## src/rtl/fm_tuner_pkg.sv

```systemverilog
// Shared types and constants for the FM tuner: FSM states, band limits, preset table
// and the wrapping step helper.
package fm_tuner_pkg;

  typedef enum logic [1:0] {StIdle, StMute, StTune, StSettle} state_e;

  // Frequencies are in 10 Hz units.
  localparam logic [31:0] FMinDef   = 32'd8750000;
  localparam logic [31:0] FMaxDef   = 32'd10800000;
  localparam logic [31:0] FStepDef  = 32'd10000;
  localparam logic [31:0] FResetDef = 32'd10000000;

  // Slot 0 is the least significant word.
  localparam logic [3:0][31:0] PresetReset = {32'd10800000, 32'd10000000,
                                              32'd9500000,  32'd8750000};

  // One channel step with wrap-around at either band edge.
  function automatic logic [31:0] step_freq(input logic [31:0] f, input logic up,
                                            input logic [31:0] f_min, input logic [31:0] f_max,
                                            input logic [31:0] f_step);
    logic [31:0] r;
    if (up) r = (f > f_max - f_step) ? f_min : f + f_step;
    else    r = (f < f_min + f_step) ? f_max : f - f_step;
    return r;
  endfunction

endpackage

```

## src/rtl/btn_debounce.sv

```systemverilog
// Button conditioner: 2-flop synchronizer, stability counter and rising-edge detector.
module btn_debounce #(
  parameter int unsigned DEBOUNCE_CYCLES = 250000
) (
  input  logic clk,
  input  logic reset,
  input  logic btn_raw,
  output logic level,
  output logic press
);

  localparam int unsigned CntW = (DEBOUNCE_CYCLES > 1) ? $clog2(DEBOUNCE_CYCLES) : 1;

  logic [1:0]      sync_q;
  logic            level_q, level_d, press_q;
  logic [CntW-1:0] cnt_q, cnt_d;

  always_comb begin
    level_d = level_q;
    cnt_d   = '0;
    if (sync_q[1] != level_q) begin
      if (cnt_q == CntW'(DEBOUNCE_CYCLES - 1)) level_d = sync_q[1];
      else                                     cnt_d   = cnt_q + 1'b1;
    end
  end

  // Level resets high so a button held through reset yields no edge until re-pressed.
  always_ff @(posedge clk) begin
    if (reset) begin
      sync_q  <= '0;
      level_q <= 1'b1;
      cnt_q   <= '0;
      press_q <= 1'b0;
    end else begin
      sync_q  <= {sync_q[0], btn_raw};
      level_q <= level_d;
      cnt_q   <= cnt_d;
      press_q <= level_d & ~level_q;
    end
  end

  assign level = level_q;
  assign press = press_q;

endmodule

```

## src/rtl/fm_tuner.sv

```systemverilog
// FM tuner front panel: debounced buttons drive a mute/retune/settle sequence that updates
// the transmitter carrier word, with four presets recalled or stored via the center key.
module fm_tuner
  import fm_tuner_pkg::*;
#(
  parameter int unsigned DEBOUNCE_CYCLES = 250000,
  parameter int unsigned LONG_CYCLES     = 25000000,
  parameter int unsigned MUTE_CYCLES     = 25000,
  parameter int unsigned SETTLE_CYCLES   = 25000,
  parameter logic [31:0] F_MIN           = FMinDef,
  parameter logic [31:0] F_MAX           = FMaxDef,
  parameter logic [31:0] F_STEP          = FStepDef,
  parameter logic [31:0] F_RESET         = FResetDef
) (
  input  logic        clk_25m,
  input  logic        reset,
  input  logic        btn_up,
  input  logic        btn_down,
  input  logic        btn_center,
  output logic [31:0] cw_freq,
  output logic        freq_strobe,
  output logic        mute,
  output logic        busy,
  output logic [1:0]  preset_idx
);

  localparam int unsigned TmrMax = (MUTE_CYCLES > SETTLE_CYCLES) ? MUTE_CYCLES : SETTLE_CYCLES;
  localparam int unsigned TmrW   = (TmrMax > 1) ? $clog2(TmrMax) : 1;
  localparam int unsigned LongW  = (LONG_CYCLES > 1) ? $clog2(LONG_CYCLES) : 1;

  logic up_press, down_press, ctr_press;
  logic up_level, down_level, ctr_level;
  logic unused_levels;

  btn_debounce #(.DEBOUNCE_CYCLES(DEBOUNCE_CYCLES)) u_db_up (
    .clk(clk_25m), .reset(reset), .btn_raw(btn_up), .level(up_level), .press(up_press)
  );
  btn_debounce #(.DEBOUNCE_CYCLES(DEBOUNCE_CYCLES)) u_db_down (
    .clk(clk_25m), .reset(reset), .btn_raw(btn_down), .level(down_level), .press(down_press)
  );
  btn_debounce #(.DEBOUNCE_CYCLES(DEBOUNCE_CYCLES)) u_db_center (
    .clk(clk_25m), .reset(reset), .btn_raw(btn_center), .level(ctr_level), .press(ctr_press)
  );

  assign unused_levels = up_level ^ down_level;

  state_e           state_q, state_d;
  logic [TmrW-1:0]  tmr_q, tmr_d;
  logic [LongW-1:0] long_cnt_q, long_cnt_d;
  logic             c_active_q, c_active_d;
  logic [31:0]      target_q, target_d, cw_q, cw_d;
  logic [1:0]       idx_q, idx_d;
  logic [3:0][31:0] presets_q, presets_d;
  logic             req;

  always_comb begin
    state_d    = state_q;
    tmr_d      = tmr_q;
    long_cnt_d = long_cnt_q;
    c_active_d = c_active_q;
    target_d   = target_q;
    cw_d       = cw_q;
    idx_d      = idx_q;
    presets_d  = presets_q;
    req        = 1'b0;
    unique case (state_q)
      StIdle: begin
        // long_cnt counts held cycles including the accept cycle.
        if (c_active_q) begin
          if (!ctr_level) begin
            c_active_d = 1'b0;
            idx_d      = idx_q + 2'd1;
            target_d   = presets_q[idx_q + 2'd1];
            req        = 1'b1;
          end else if (long_cnt_q == LongW'(LONG_CYCLES - 1)) begin
            c_active_d       = 1'b0;
            presets_d[idx_q] = cw_q;
          end else begin
            long_cnt_d = long_cnt_q + 1'b1;
          end
        end
        if (ctr_press) begin
          c_active_d = 1'b1;
          long_cnt_d = LongW'(1);
        end
        // A center short-press outranks up/down; simultaneous up+down cancels out.
        if (!req && (up_press ^ down_press)) begin
          target_d = step_freq(cw_q, up_press, F_MIN, F_MAX, F_STEP);
          req      = 1'b1;
        end
        if (req) begin
          state_d    = StMute;
          tmr_d      = '0;
          c_active_d = 1'b0;
        end
      end
      StMute: begin
        if (tmr_q == TmrW'(MUTE_CYCLES - 1)) begin
          state_d = StTune;
          tmr_d   = '0;
        end else begin
          tmr_d = tmr_q + 1'b1;
        end
      end
      StTune: begin
        cw_d    = target_q;
        state_d = StSettle;
        tmr_d   = '0;
      end
      StSettle: begin
        if (tmr_q == TmrW'(SETTLE_CYCLES - 1)) state_d = StIdle;
        else                                   tmr_d   = tmr_q + 1'b1;
      end
      default: state_d = StIdle;
    endcase
    if (state_q != StIdle) c_active_d = 1'b0;
  end

  always_ff @(posedge clk_25m) begin
    if (reset) begin
      state_q    <= StIdle;
      tmr_q      <= '0;
      long_cnt_q <= '0;
      c_active_q <= 1'b0;
      target_q   <= F_RESET;
      cw_q       <= F_RESET;
      idx_q      <= 2'd0;
      presets_q  <= PresetReset;
    end else begin
      state_q    <= state_d;
      tmr_q      <= tmr_d;
      long_cnt_q <= long_cnt_d;
      c_active_q <= c_active_d;
      target_q   <= target_d;
      cw_q       <= cw_d;
      idx_q      <= idx_d;
      presets_q  <= presets_d;
    end
  end

  assign cw_freq     = cw_q;
  assign preset_idx  = idx_q;
  assign freq_strobe = (state_q == StTune);
  assign busy        = (state_q != StIdle);
  assign mute        = busy;

endmodule

```

## config.mk

```make
export PLATFORM = sky130hd
export DESIGN_NAME = fm_tuner
export DESIGN_NICKNAME = d
export VERILOG_FILES = /design/src/rtl/fm_tuner_pkg.sv /design/src/rtl/btn_debounce.sv /design/src/rtl/fm_tuner.sv
export SDC_FILE = /design/constraint.sdc
export NUM_CORES = 1
export LEC_CHECK = 0
export BUFFER_PORTS_ARGS = -buffer_cell sky130_fd_sc_hd__buf_4
export CAP_MARGIN = 10
export CORE_ASPECT_RATIO = 0.5
export CORE_MARGIN = 4
export CORE_UTILIZATION = 48
export DETAILED_ROUTE_END_ITERATION = 8
export PLACE_DENSITY = 0.64
export SYNTH_ARGS = -nofsm -noshare
export SYNTH_HDL_FRONTEND = slang
export SYNTH_SLANG_ARGS = --single-unit
```

## constraint.sdc

```tcl
create_clock -name clk_25m -period 7.6 [get_ports clk_25m]
set_clock_uncertainty 0.2 [all_clocks]
set_input_delay 0.76 -clock clk_25m [delete_from_list [all_inputs] [get_ports clk_25m]]
set_output_delay 0.76 -clock clk_25m [all_outputs]
set_load 0.01 [all_outputs]
```

## Yosys cells after proc, flatten, opt, wreduce, memory -nomap -nowiden

Index checks and enable logic that the tools add are counted.

- $lt $le $gt $ge: 5
- Reduce and logical (&&, ||, !) cells: 18
- Multiplexer cells: 39
- Bitwise gates (word level): 10
- $add $sub $neg: 8
- Equal/unequal tests: 17

Operator list:

| cell | count |
|---|---|
| 32-bit 2-to-1 mux | 8 |
| 128-bit bitwise mux | 1 |
| 25-bit 2-to-1 mux | 4 |
| 32-bit binary-select mux with 2-bit select | 1 |
| 32-bit demux with 2-bit select | 1 |
| 15-bit one-hot mux with 4 select lines | 1 |
| 18-bit by 1-bit adder with 18-bit output (second input constant) | 3 |
| 18-bit equality test (second input constant) | 3 |
| 15-bit 2-to-1 mux | 3 |
| 32-bit by 14-bit adder with 32-bit output (second input constant) | 1 |
| 32-bit by 24-bit > comparator with 1-bit output (second input constant) | 1 |
| 32-bit by 24-bit less-than comparator with 1-bit output (second input constant) | 1 |
| 32-bit by 14-bit subtractor with 32-bit output (second input constant) | 1 |
| 25-bit by 1-bit adder with 25-bit output (second input constant) | 1 |
| 25-bit equality test (second input constant) | 1 |
| 1-bit 2-to-1 mux | 16 |
| 15-bit by 1-bit adder with 15-bit output (second input constant) | 1 |
| 15-bit equality test (second input constant) | 1 |
| 3-bit AND reduction | 3 |
| 3-bit OR reduction | 3 |
| 2-bit != test (second input constant) | 4 |
| 2-bit one-hot mux with 4 select lines | 1 |
| 4-bit AND reduction | 2 |
| 2-bit nonzero test | 4 |
| other kinds (16) | 31 |

- Register bits after elaboration: 303
- Input bits: 5
- Word-level logic and storage cells: 120

## Depth between registers and ports, before layout

Gate-level depths: netlist (run 1).

- Depth after elaboration: 9
- Gate-level depth with buffers: 10
- Gate-level depth less buffers: 8

## Cells and area by module

A second synthesis (run 1) with hierarchy kept.

- Cell total of the unflattened synthesis: 1,673
- Area, all modules: 14,234.9 um^2

Modules (own cells, without submodules):

| module | cells each | instances | seq. area each (um^2) | area each (um^2) |
|---|---|---|---|---|
| fm_tuner | 1,355 | 1 | 4,744.6 | 11,220.8 |
| btn_debounce | 106 | 3 | 440.4 | 1,004.7 |

## Least setup slack after synthesis (run 1)

Ideal clock, no wire load.

- Path type: reg-to-reg
- Start point: reg idx_q[0], in the netlist preset_idx[0]
- End point: reg target_q[25]
- Setup slack: 4.363 ns
- Setup time: 0.122 ns
- Period minus slack after synthesis: 3.237 ns
- Required time: 7.278 ns
- Data arrival time: 2.915 ns
- Cell stages (with the launch flop): 10
- Cell sequence: dfxtp_1 -> clkbuf_1 -> buf_1 -> inv_1 -> ha_1 -> clkbuf_1 -> clkbuf_1 -> mux4_2 -> a221oi_1 -> nor2_1

- Longest elaborated chain between the ends: 6

RTL lines:

| what | line | source |
|---|---|---|
| from (decl) | fm_tuner.sv:52 | `logic [1:0] idx_q, idx_d;` |
| from (signal assigned) | fm_tuner.sv:136 | `idx_q <= idx_d;` |
| 2-bit by 1-bit adder with 2-bit output | fm_tuner.sv:73 | `target_d = presets_q[idx_q + 2'd1];` |
| 32-bit binary-select mux with 2-bit select | fm_tuner.sv:73 |  |
| 32-bit 2-to-1 mux (not written as such) | fm_tuner.sv:73 |  |
| 32-bit 2-to-1 mux | fm_tuner.sv:70 | `if (!ctr_level) begin` |
| 32-bit 2-to-1 mux | fm_tuner.sv:69 | `if (c_active_q) begin` |
| 32-bit 2-to-1 mux | fm_tuner.sv:87 | `if (!req && (up_press ^ down_press)) begin` |
| to (signal assigned) | fm_tuner.sv:134 | `target_q <= target_d;` |
| to (decl) | fm_tuner.sv:51 | `logic [31:0] target_q, target_d, cw_q, cw_d;` |

Every way passes these cells. The select of a mux whose other input is x is not followed.
A chain may end at the register's enable or synchronous reset.

## Worst setup path in the final report (run 1)

- Start point: reg state_q[0]
- End point: out busy

- Longest elaborated chain between the ends: 1

RTL lines:

| what | line | source |
|---|---|---|
| from (decl) | fm_tuner.sv:47 | `state_e state_q, state_d;` |
| from (signal assigned) | fm_tuner.sv:121 | `state_q <= StIdle;` |
| from (signal assigned) | fm_tuner.sv:130 | `state_q <= state_d;` |
| 2-bit nonzero test | fm_tuner.sv:144 | `assign busy = (state_q != StIdle);` |
| to (decl) | fm_tuner.sv:23 | `output logic busy,` |

Every way passes these cells.

==> results.json, run 1 <==
{
  "setup.worst_path.end_class": "output port",
  "fin_crit_sh_pct": 49.3,
  "synth_flop_cell": "dfxtp_1",
  "numCtsBuffers": 28,
  "fillers": 2547,
  "ir_worst_vdd_mv": 0.169,
  "grt_max_degree": 82,
  "ys_seq_area_share_pct": 43.3,
  "rows": 43,
  "powerDensity_mw_per_mm2": 214,
  "finalSetupTns_ps": 0,
  "antenna_found_initial": 0,
  "final_cell_mix": "nand2_1, dfxtp_1, nor2_1",
  "yosysWarnings": 0,
  "crit_arrival_ps": 2790,
  "wirelength_mm": 37.5,
  "portBuffers": 41,
  "first_global_vias": 11500,
  "viasPerCell": 5.89,
  "drt_iter0_markers": 1104,
  "core_mm2": 0.0282,
  "grt_use_total_pct": 22.9,
  "start_util_pct": 49.6,
  "placed_cell_area_mm2": 0.0144,
  "required_ps": 6640,
  "vias": 11900,
  "cap_viol_max_count": 0,
  "syn_area_per_cell_um2": 8.48,
  "grt_overflow": 0,
  "synth-edff-count": 0,
  "netlist_instances": 1653,
  "diodes": 0,
  "synth_cell_types": 71,
  "area_delta_synth_final_pct": 10.0,
  "ios": 42,
  "drc": 0,
  "ctsResizeCount": 0,
  "relSlewSlack_pct": 31.5,
  "die_area_mm2": 0.0322,
  "cts_root_buf": "clkbuf_16",
  "total_power_w": 0.00329,
  "synth_fa_ha_area_share_pct": 1.34,
  "ys_ff_latch": 303,
  "dr.pass1.iters": 5,
  "fmax_mhz": 267,
  "clockBufferDepth": 3,
  "drive_gt1_share_pct": 9.54,
  "async_flop_share_pct": 0,
  "critPathLaunchType": "flop",
  "synth_compound_area_share_pct": 12.2,
  "tightest_slew_ps": 1030,
  "cts_hold_buf": 0,
  "ant_nets": 0,
  "synth-simple-area-share_pct": 23.8,
  "status": "completed",
  "synthXorXnorAreaFrac_pct": 7.44,
  "fin_area_mm2": 0.0154,
  "place_congestion": 0.934,
  "chipWidth_um": 250,
  "cp_max_fo": 18,
  "syn_nets": 1673,
  "critical_path.cell_chain": "inv_1 > ha_1 > clkinv_1 > buf_4",
  "clock-sinks": 303,
  "hold_path_class": "in2reg",
  "muxShareOfSynthArea_pct": 7.64,
  "cpPeakStageDelay_ps": 780,
  "cpMaxStageDelayCell": "clkinv_1",
  "min_period_ps": 3750,
  "rsz0062_at_grt": "no",
  "synth_top_family_by_area": "simple AND/OR/NAND/NOR gates",
  "clk_latency_ps": 560,
  "dp_hpwl_mm": 22.7,
  "nets": 1633,
  "cts_tree": "done",
  "synth_top_area_share_pct": 43.3,
  "setup_viol": 0,
  "clkTransAtPathRegs_ps": 70,
  "grt_first_pass_wirelength_mm": 61.1,
  "post_cts_buffers": 0,
  "final_common_cell": "nand2_1",
  "yosys.area.top_type": "dfxtp_1",
  "routedWlPerCell_um": 18.6,
  "htreeDepth": 1,
  "hold_viol": 0,
  "synth.area.top_cells": "dfxtp_1, nand2_1, mux4_2, a21oi_1, nor2_1",
  "die_h_um": 129,
  "worstSetupPathType": "reg2out",
  "p_leak_nw": 5.38,
  "syn_area_mm2": 0.0140,
  "slew_violations": 0
}
[cells by family after synthesis]
logic type / count (synthesis)
xor gates and xnor gates: 119
adders and majority gates: 15
buffers and inverters: 143
and+or+nand+nor: 728
DFF: 303
AOI/OAI and AO/OA: 278
muxes: 67
[area by class of cell]
class | count | area (um^2) | share of cell area (%)
clock inverters | 12 | 200 | 1.30
repair buffers | 53 | 398 | 2.58
inverters | 20 | 75.1 | 0.487
well taps | 382 | 478 | 3.10
clock buffers | 40 | 837 | 5.43
multi-input cells | 1207 | 7370 | 47.8
flip-flops and latches | 303 | 6070 | 39.3
[through the flow]
stage          std cells  setup WS (ps)  utilization, %  hold slack [ps]
5_1_grt             2017           3660            54.6              210
2_1_floorplan       1653           4360               -              213
3_3_place_gp        1965           4340            50.9              221
4_1_cts             2017           3880            54.6              190
6_report            2017           3850            54.6              216
3_5_place_dp        1965           4210            50.9              229
[final timing paths]
| check | endpoint | cells past startpoint | slack, ps | startpoint |
|---|---|---|---|---|
| max reg2reg | target_q[21]$_SDFFE_PP0P_ | 7 | 4090 | state_q[0]$_SDFFE_PP0P_ |
| min | u_db_down.sync_q[0]$_SDFF_PP0_ | 2 | 220 | btn_down |
| min reg2reg | u_db_up.sync_q[1]$_SDFF_PP0_ | 1 | 240 | u_db_up.sync_q[0]$_SDFF_PP0_ |
| max | busy | 4 | 3850 | state_q[0]$_SDFFE_PP0P_ |
[Yosys cell counts, types with 4 or more instances]
master	count
a211oi_1	4
buf_1	14
and2_1	11
nor2b_1	7
mux4_2	32
nor4_1	24
or4_1	12
nand4_1	23
o21a_1	5
clkbuf_1	89
a32oi_1	4
o221ai_1	4
or3_1	11
nor3_1	33
o21ai_0	59
nand3_1	84
o211ai_1	12
o22ai_1	4
a21oi_1	123
and3_1	10
xor2_1	64
nand2_1	315
nor2_1	160
xnor2_1	55
buf_2	12
o32ai_1	7
ha_1	15
nand2b_1	8
dfxtp_1	303
and4_1	7
o211a_1	4
buf_6	6
a221oi_1	8
a21o_1	5
nor4b_1	5
mux2i_1	35
inv_1	18
o21ai_1	4
[state kept, by name, indices dropped and copies added (netlist names), 15 cells and up]
signal	cells
presets_q	128
cw_freq	32
target_q	32
long_cnt_q	25
u_db_center.cnt_q	18
u_db_down.cnt_q	18
u_db_up.cnt_q	18
tmr_q	15
[per-layer routing]
metal | up-vias | GRT usage (%) | share of wire [%]
met1 | 5764 | 32.2 | 46
met3 | 62 | 4.00 | 7.7
met2 | 417 | 37.2 | 44
met5 | - | 0 | 0
met4 | 0 | 5.54 | 1.9
li1 | 5647 | - | -
[critical path: cells and delay by family, from the launching register on]
kind,cells,cell delay [ps]
fa+ha+maj,1,610
buf+inv,3,1280
flops,1,340
[power breakdown]
part,internal (W),switching (W)
clock,0.000938,0.000629
combinational,0.0000299,0.0000896
sequential,0.00160,0.00000906
No activity file was read; power rests on OpenSTA's default activity.
==> inputs of run 2 (changes only) <==
--- a/config.mk
+++ b/config.mk
@@ -5,6 +5,7 @@
 export SDC_FILE = /design/constraint.sdc
 export NUM_CORES = 1
 export LEC_CHECK = 0
+export ABC_AREA = 1
 export BUFFER_PORTS_ARGS = -buffer_cell sky130_fd_sc_hd__buf_4
 export CAP_MARGIN = 10
 export CORE_ASPECT_RATIO = 0.5
==> constraint.sdc (replaced) <==
create_clock -name clk_25m -period 3.55 [get_ports clk_25m]
set_clock_uncertainty 0.2 [all_clocks]
set_input_delay 0.355 -clock clk_25m [delete_from_list [all_inputs] [get_ports clk_25m]]
set_output_delay 0.355 -clock clk_25m [all_outputs]
set_load 0.01 [all_outputs]
==> run 2 against run 1 <==
Final cell count up 28%. Critical path type is now reg2reg. First-iteration DRC count up 8.5%. Synthesized cell count up 31%. Critical path depth up 5. Sequential power up 140%. Clock-buffer cell count up 3. Non-clock buffer count up 18. Sequential share of layout area down 2.5 points. Via count up 19%. Final area up 6.8%.
==> results.json, run 2 <==
{
  "swShare_pct": 33.7,
  "synth.area.top_cells": "dfxtp_1, nand2_1, a21oi_1, o21ai_0, nor2_1",
  "async_flop_share_pct": 0,
  "required_ps": 3820,
  "holdPathEnd": "u_db_up.sync_q[0]$_SDFF_PP0_",
  "grt_max_degree": 72,
  "critical_path.cell_chain": "ha_1 > inv_1 > nor3_2 > inv_2 > nor3b_4 > nand3_2 > inv_2 > o21ai_1 > a21oi_1",
  "crit_arrival_ps": 3070,
  "area_delta_synth_final_pct": 10.4,
  "fillers": 3016,
  "cap_viol_max_count": 0,
  "critPathLaunchType": "flop",
  "syn_area_per_cell_um2": 6.91,
  "ios": 42,
  "power_frac_clock_pct": 35.1,
  "cts_root_buf": "clkbuf_16",
  "powerDensity_mw_per_mm2": 542,
  "r2r-end": "presets_q[26]$_SDFFE_PP0P_",
  "cp_max_fo": 42,
  "final_common_cell": "nand2_1",
  "synth_common_cells": "nand2_1, dfxtp_1, nor2_1",
  "rows": 45,
  "r2r_cells": 9,
  "die_area_mm2": 0.0341,
  "grt_use_total_pct": 23.6,
  "regMostFlops": "presets_q",
  "reg2reg_setup_slack_ps": 750,
  "largest_reg_flops": 128,
  "ant_nets": 0,
  "p_leak_nw": 6.71,
  "min_period_ps": 2800,
  "fin_area_mm2": 0.0165,
  "post_cts_buffers": 0,
  "diodes": 0,
  "die_h_um": 133,
  "synth_flop_cell": "dfxtp_1",
  "portBuffers": 41,
  "yosysWarnings": 0,
  "synth_top_area_share_pct": 40.7,
  "core_mm2": 0.0305,
  "finalSetupTns_ps": 0,
  "hold-path-cell-count": 2,
  "place_congestion": 0.978,
  "vias": 14200,
  "drive_gt1_share_pct": 6.74,
  "dp_hpwl_mm": 27.6,
  "clockBufferDepth": 3,
  "slew_violations": 0,
  "wirelength_mm": 41.5,
  "clock-sinks": 303,
  "placed_cell_area_mm2": 0.0155,
  "cts_tree": "done",
  "clkTransAtPathRegs_ps": 70,
  "worstSetupPathType": "reg2reg",
  "synth-edff-count": 0,
  "ys_ff_latch": 303,
  "start_util_pct": 49.0,
  "relSlewSlack_pct": 49.0,
  "antenna_found_initial": 0,
  "hold_path_class": "in2reg",
  "critical_path.most_common_cell": "inv_2",
  "htreeDepth": 1,
  "syn_nets": 2179,
  "cpPeakStageDelay_ps": 580,
  "comb_power_share_pct": 22.4,
  "drt_iter0_markers": 1198,
  "clk_latency_ps": 560,
  "setup.worst_path.end_class": "flop",
  "routedWlPerCell_um": 16.0,
  "nets": 2164,
  "grt_overflow": 0,
  "fin_crit_sh_pct": 78.8,
  "drc": 0,
  "syn_area_mm2": 0.0149,
  "numCtsBuffers": 28,
  "ir_worst_vdd_mv": 0.308,
  "utilization_pct": 54.1,
  "grt_first_pass_wirelength_mm": 67.6,
  "cpMaxStageDelayCell": "inv_2",
  "hold_start": "reset",
  "final_cell_mix": "nand2_1, dfxtp_1, nor2_1",
  "ys_seq_area_share_pct": 40.7,
  "rsz0062_at_grt": "no",
  "p_switching_w": 0.00301,
  "chipWidth_um": 257,
  "setup_viol": 0,
  "netlist_instances": 2159,
  "yosys.area.top_type": "dfxtp_1",
  "status": "completed",
  "tightest_slew_ps": 763,
  "synth_cell_types": 43,
  "viasPerCell": 5.48,
  "synth.most_common_cell": "nand2_1",
  "place_ws_ps": 819,
  "fmax_mhz": 357,
  "hold_viol": 0,
  "seq_power_share_pct": 42.5,
  "instances_no_fill": 2589,
  "fin_ws_ps": 751,
  "dpl.cell_count": 2534,
  "first_global_vias": 12800,
  "rr_startpoint": "long_cnt_q[0]$_SDFFE_PP0P_",
  "intPower_w": 0.00593,
  "dr.pass1.iters": 5
}
## run 2: layout make-up
class	count	area, um^2	area share (%)
Clock buffer	43	838	5.09
Timing Repair Buffer	71	566	3.43
Clock inverter	9	105	0.638
Sequential cell	303	6070	36.8
Multi-Input combinational cell	1534	7590	46.1
Inverter	206	776	4.71
Tap cell	423	529	3.21
## run 2: timing repair
item	4_1_cts	5_1_grt
hold buffers	3	0
hold endpoints to repair	3	0
resized for setup	0	0
## run 2: kinds of logic (layout without fill, tap and decap cells)
family	count (synthesis)	after routing	share of synthesized area (%)
XOR/XNOR	63	63	3.70
flip-flops	303	303	40.7
AND/OR/NAND/NOR	884	884	25.2
adder cells (fa/ha/maj)	15	15	1.26
buffers and inverters	322	329	8.51
AO/OA/AOI/OAI	572	572	20.7
## run 2: worst max-delay path, delay by kind of cell (launching register included)
kind | cells | cell delay, ps
AO/OA/AOI/OAI | 2 | 320
adder cells (fa/ha/maj) | 1 | 220
buffers and inverters | 3 | 780
flip-flops | 1 | 440
AND/OR/NAND/NOR | 3 | 730
## run 2: through the flow
stage / total power (W) / hold WS (ps)
2_1_floorplan: 0.00506 / 188
3_3_place_gp: 0.00585 / 193
3_5_place_dp: 0.00584 / 198
4_1_cts: 0.00896 / 1.03
5_1_grt: 0.00936 / 6.94
6_report: 0.00893 / 18.6
## run 2: worst max-delay path by stage
stage,slack (ps),end,from
final,750,presets_q[26]$_SDFFE_PP0P_,long_cnt_q[0]$_SDFFE_PP0P_
after global routing,480,presets_q[67]$_SDFFE_PP0P_,long_cnt_q[0]$_SDFFE_PP0P_
after CTS,790,presets_q[26]$_SDFFE_PP0P_,long_cnt_q[0]$_SDFFE_PP0P_
after detailed placement,820,presets_q[29]$_SDFFE_PP0P_,long_cnt_q[0]$_SDFFE_PP0P_
after global placement,910,target_q[28]$_SDFFE_PP0P_,cw_freq[4]$_SDFFE_PP0P_
after floorplan,860,target_q[24]$_SDFFE_PP0P_,preset_idx[0]$_SDFFE_PP0P_
## run 2: power by group through the flow
stage               Combinational (W)  Sequential (W)  Clock (W)
finish                        0.00200         0.00380    0.00313
global route                  0.00221         0.00381    0.00333
CTS                           0.00198         0.00379    0.00319
detailed placement            0.00197         0.00387          0
global placement              0.00199         0.00387          0
floorplan                     0.00126         0.00380          0
## run 2: per-layer routing
metal,vias up,global-route usage (%),wire length [um]
met2,410,36.8,17600
met4,0,5.17,801
met5,-,0,0
met1,6556,34.8,20700
met3,57,3.58,2470
li1,7162,-,-
==> inputs of run 3 (changes only) <==
==> constraint.sdc (replaced) <==
create_clock -name clk_25m -period 2.9 [get_ports clk_25m]
set_clock_uncertainty 0.2 [all_clocks]
set_input_delay 0.29 -clock clk_25m [delete_from_list [all_inputs] [get_ports clk_25m]]
set_output_delay 0.29 -clock clk_25m [all_outputs]
set_load 0.01 [all_outputs]
==> run 3 against run 2 <==
Final cell count rose by 1.1%. Worst setup slack got worse by 400 ps. Non-clock buffer count rose by 30. Global-route usage rose by 0.38 points. Clock power rose by 22%. Register-to-register slack got worse by 400 ps. Worst hold slack improved by 91 ps. Sequential power rose by 21%. Die area did not move. Sequential cell count did not move. Maximum frequency rose by 9.6%. Largest power group unchanged. Highest routed layer unchanged.
==> results.json, run 3 (synthesis gave the netlist of run 2 again) <==
{
  "status": "completed",
  "cp_max_fo": 35,
  "first_global_vias": 12700,
  "cpMaxStageDelayCell": "dfxtp_1",
  "fin_crit_sh_pct": 88.0,
  "grt_first_pass_wirelength_mm": 68.6,
  "regMostFlops": "presets_q",
  "die_area_mm2": 0.0341,
  "fillers": 3058,
  "drt_iter0_markers": 1466,
  "numCtsBuffers": 28,
  "critical_path.most_common_cell": "inv_2",
  "cts_root_buf": "clkbuf_16",
  "drive_gt1_share_pct": 8.02,
  "utilization_pct": 54.9,
  "dp_hpwl_mm": 28.4,
  "start_util_pct": 49.0,
  "dr.pass1.iters": 5,
  "cts_tree": "done",
  "cpPeakStageDelay_ps": 440,
  "wirelength_mm": 42.1,
  "hold_path_class": "in2reg",
  "powerDensity_mw_per_mm2": 662,
  "grt_use_total_pct": 24.0,
  "portBuffers": 41,
  "grt_max_degree": 165,
  "slew_violations": 0,
  "holdPathEnd": "u_db_up.cnt_q[1]$_SDFF_PP0_",
  "p_leak_nw": 6.85,
  "cap_viol_max_count": 0,
  "core_mm2": 0.0305,
  "viasPerCell": 5.42,
  "die_h_um": 133,
  "required_ps": 3200,
  "crit_arrival_ps": 2850,
  "setup_viol": 0,
  "area_delta_synth_final_pct": 12.1,
  "setup.worst_path.end_class": "flop",
  "htreeDepth": 1,
  "clock-sinks": 303,
  "clk_latency_ps": 570,
  "seq_area_mm2": 0.00607,
  "rr_startpoint": "long_cnt_q[0]$_SDFFE_PP0P_",
  "critPathLaunchType": "flop",
  "nets": 2194,
  "reg2reg_setup_slack_ps": 350,
  "grt_overflow": 0,
  "largest_reg_flops": 128,
  "drc": 0,
  "multi_input_area_mm2": 0.00759,
  "antenna_found_initial": 0,
  "fmax_mhz": 392,
  "final_cell_mix": "nand2_1, dfxtp_1, nor2_1",
  "min_period_ps": 2550,
  "hold_start": "reset",
  "rsz0062_at_grt": "no",
  "ios": 42,
  "rows": 45,
  "fin_area_mm2": 0.0167,
  "instances_no_fill": 2617,
  "final_common_cell": "nand2_1",
  "routedWlPerCell_um": 16.1,
  "placed_cell_area_mm2": 0.0157,
  "critical_path.cell_chain": "ha_1 > inv_1 > nor3_2 > inv_2 > nor3b_4 > nand3_2 > inv_2 > buf_12 > o21ai_0 > a21oi_1",
  "chipWidth_um": 257,
  "ant_nets": 0,
  "relSlewSlack_pct": 35.2,
  "whs_ps": 110,
  "finalSetupTns_ps": 0,
  "vias": 14200,
  "r2r-end": "presets_q[88]$_SDFFE_PP0P_",
  "clkTransAtPathRegs_ps": 70,
  "hold-path-cell-count": 4,
  "post_cts_buffers": 0,
  "tightest_slew_ps": 971,
  "ir_worst_vdd_mv": 0.444,
  "hold_viol": 0,
  "diodes": 0,
  "place_congestion": 0.959,
  "r2r_cells": 10,
  "clockBufferDepth": 3,
  "worstSetupPathType": "reg2reg",
  "ctsResizeCount": 0,
  "dpl.cell_count": 2564
}
## run 3: cell types whose count changed in the layout (fill, tap and decap cells not counted), sizes merged
cell      delta
clkbuf       -4
buf         +30
clkinvlp     +1
bufinv       +1
## run 3: metrics by stage
step,setup slack [ps],power [W]
floorplan,211,0.00620
global placement,466,0.00732
detailed placement,385,0.00729
CTS,366,0.0111
global route,143,0.0116
finish,347,0.0111
## run 3: power breakdown
group          switching (W)  total [W]  internal [W]
sequential          0.000276    0.00461       0.00434
combinational        0.00180    0.00263      0.000833
clock                0.00164    0.00382       0.00218
total                0.00372     0.0111       0.00735
## run 3: cell type report
class	count	share of cell area (%)
clock inverter	11	0.905
clock buffer	39	4.74
timing repair buffer	101	4.88
sequential	303	36.3
tap	423	3.16
multi-input combinational	1534	45.4
inverter	206	4.64
## run 3: layer usage
layer / part of all wire (%) / GRT usage [%]
met1: 49 / 35.0
met2: 44 / 38.5
met3: 5.1 / 3.25
met4: 1.9 / 4.51
met5: 0 / 0
## run 3: timing repair
| item | 4_1_cts | 5_1_grt |
|---|---|---|
| hold endpoints to repair | 3 | 0 |
| hold buffers | 3 | 0 |
| endpoints found under the setup margin | 0 | 0 |
## run 3: how the worst max path moves through the flow
stage                                          start                    endpoint  slack (ps)  depth (start not counted)
after global routing      long_cnt_q[0]$_SDFFE_PP0P_  presets_q[89]$_SDFFE_PP0P_         140                         10
after CTS                 long_cnt_q[0]$_SDFFE_PP0P_  presets_q[72]$_SDFFE_PP0P_         370                         10
after global placement    long_cnt_q[0]$_SDFFE_PP0P_  presets_q[88]$_SDFFE_PP0P_         470                         10
after floorplan           preset_idx[0]$_SDFFE_PP0P_   target_q[24]$_SDFFE_PP0P_         210                         11
after detailed placement  long_cnt_q[0]$_SDFFE_PP0P_  presets_q[88]$_SDFFE_PP0P_         390                         10
final                     long_cnt_q[0]$_SDFFE_PP0P_  presets_q[88]$_SDFFE_PP0P_         350                         10
## run 3: critical path: cells and delay by family, from the launching register on
family,cells,cell delay [ps]
and+or+nand+nor,3,750
buffers and inverters,4,610
DFF,1,440
AOI/OAI and AO/OA,2,250
adders and majority gates,1,220
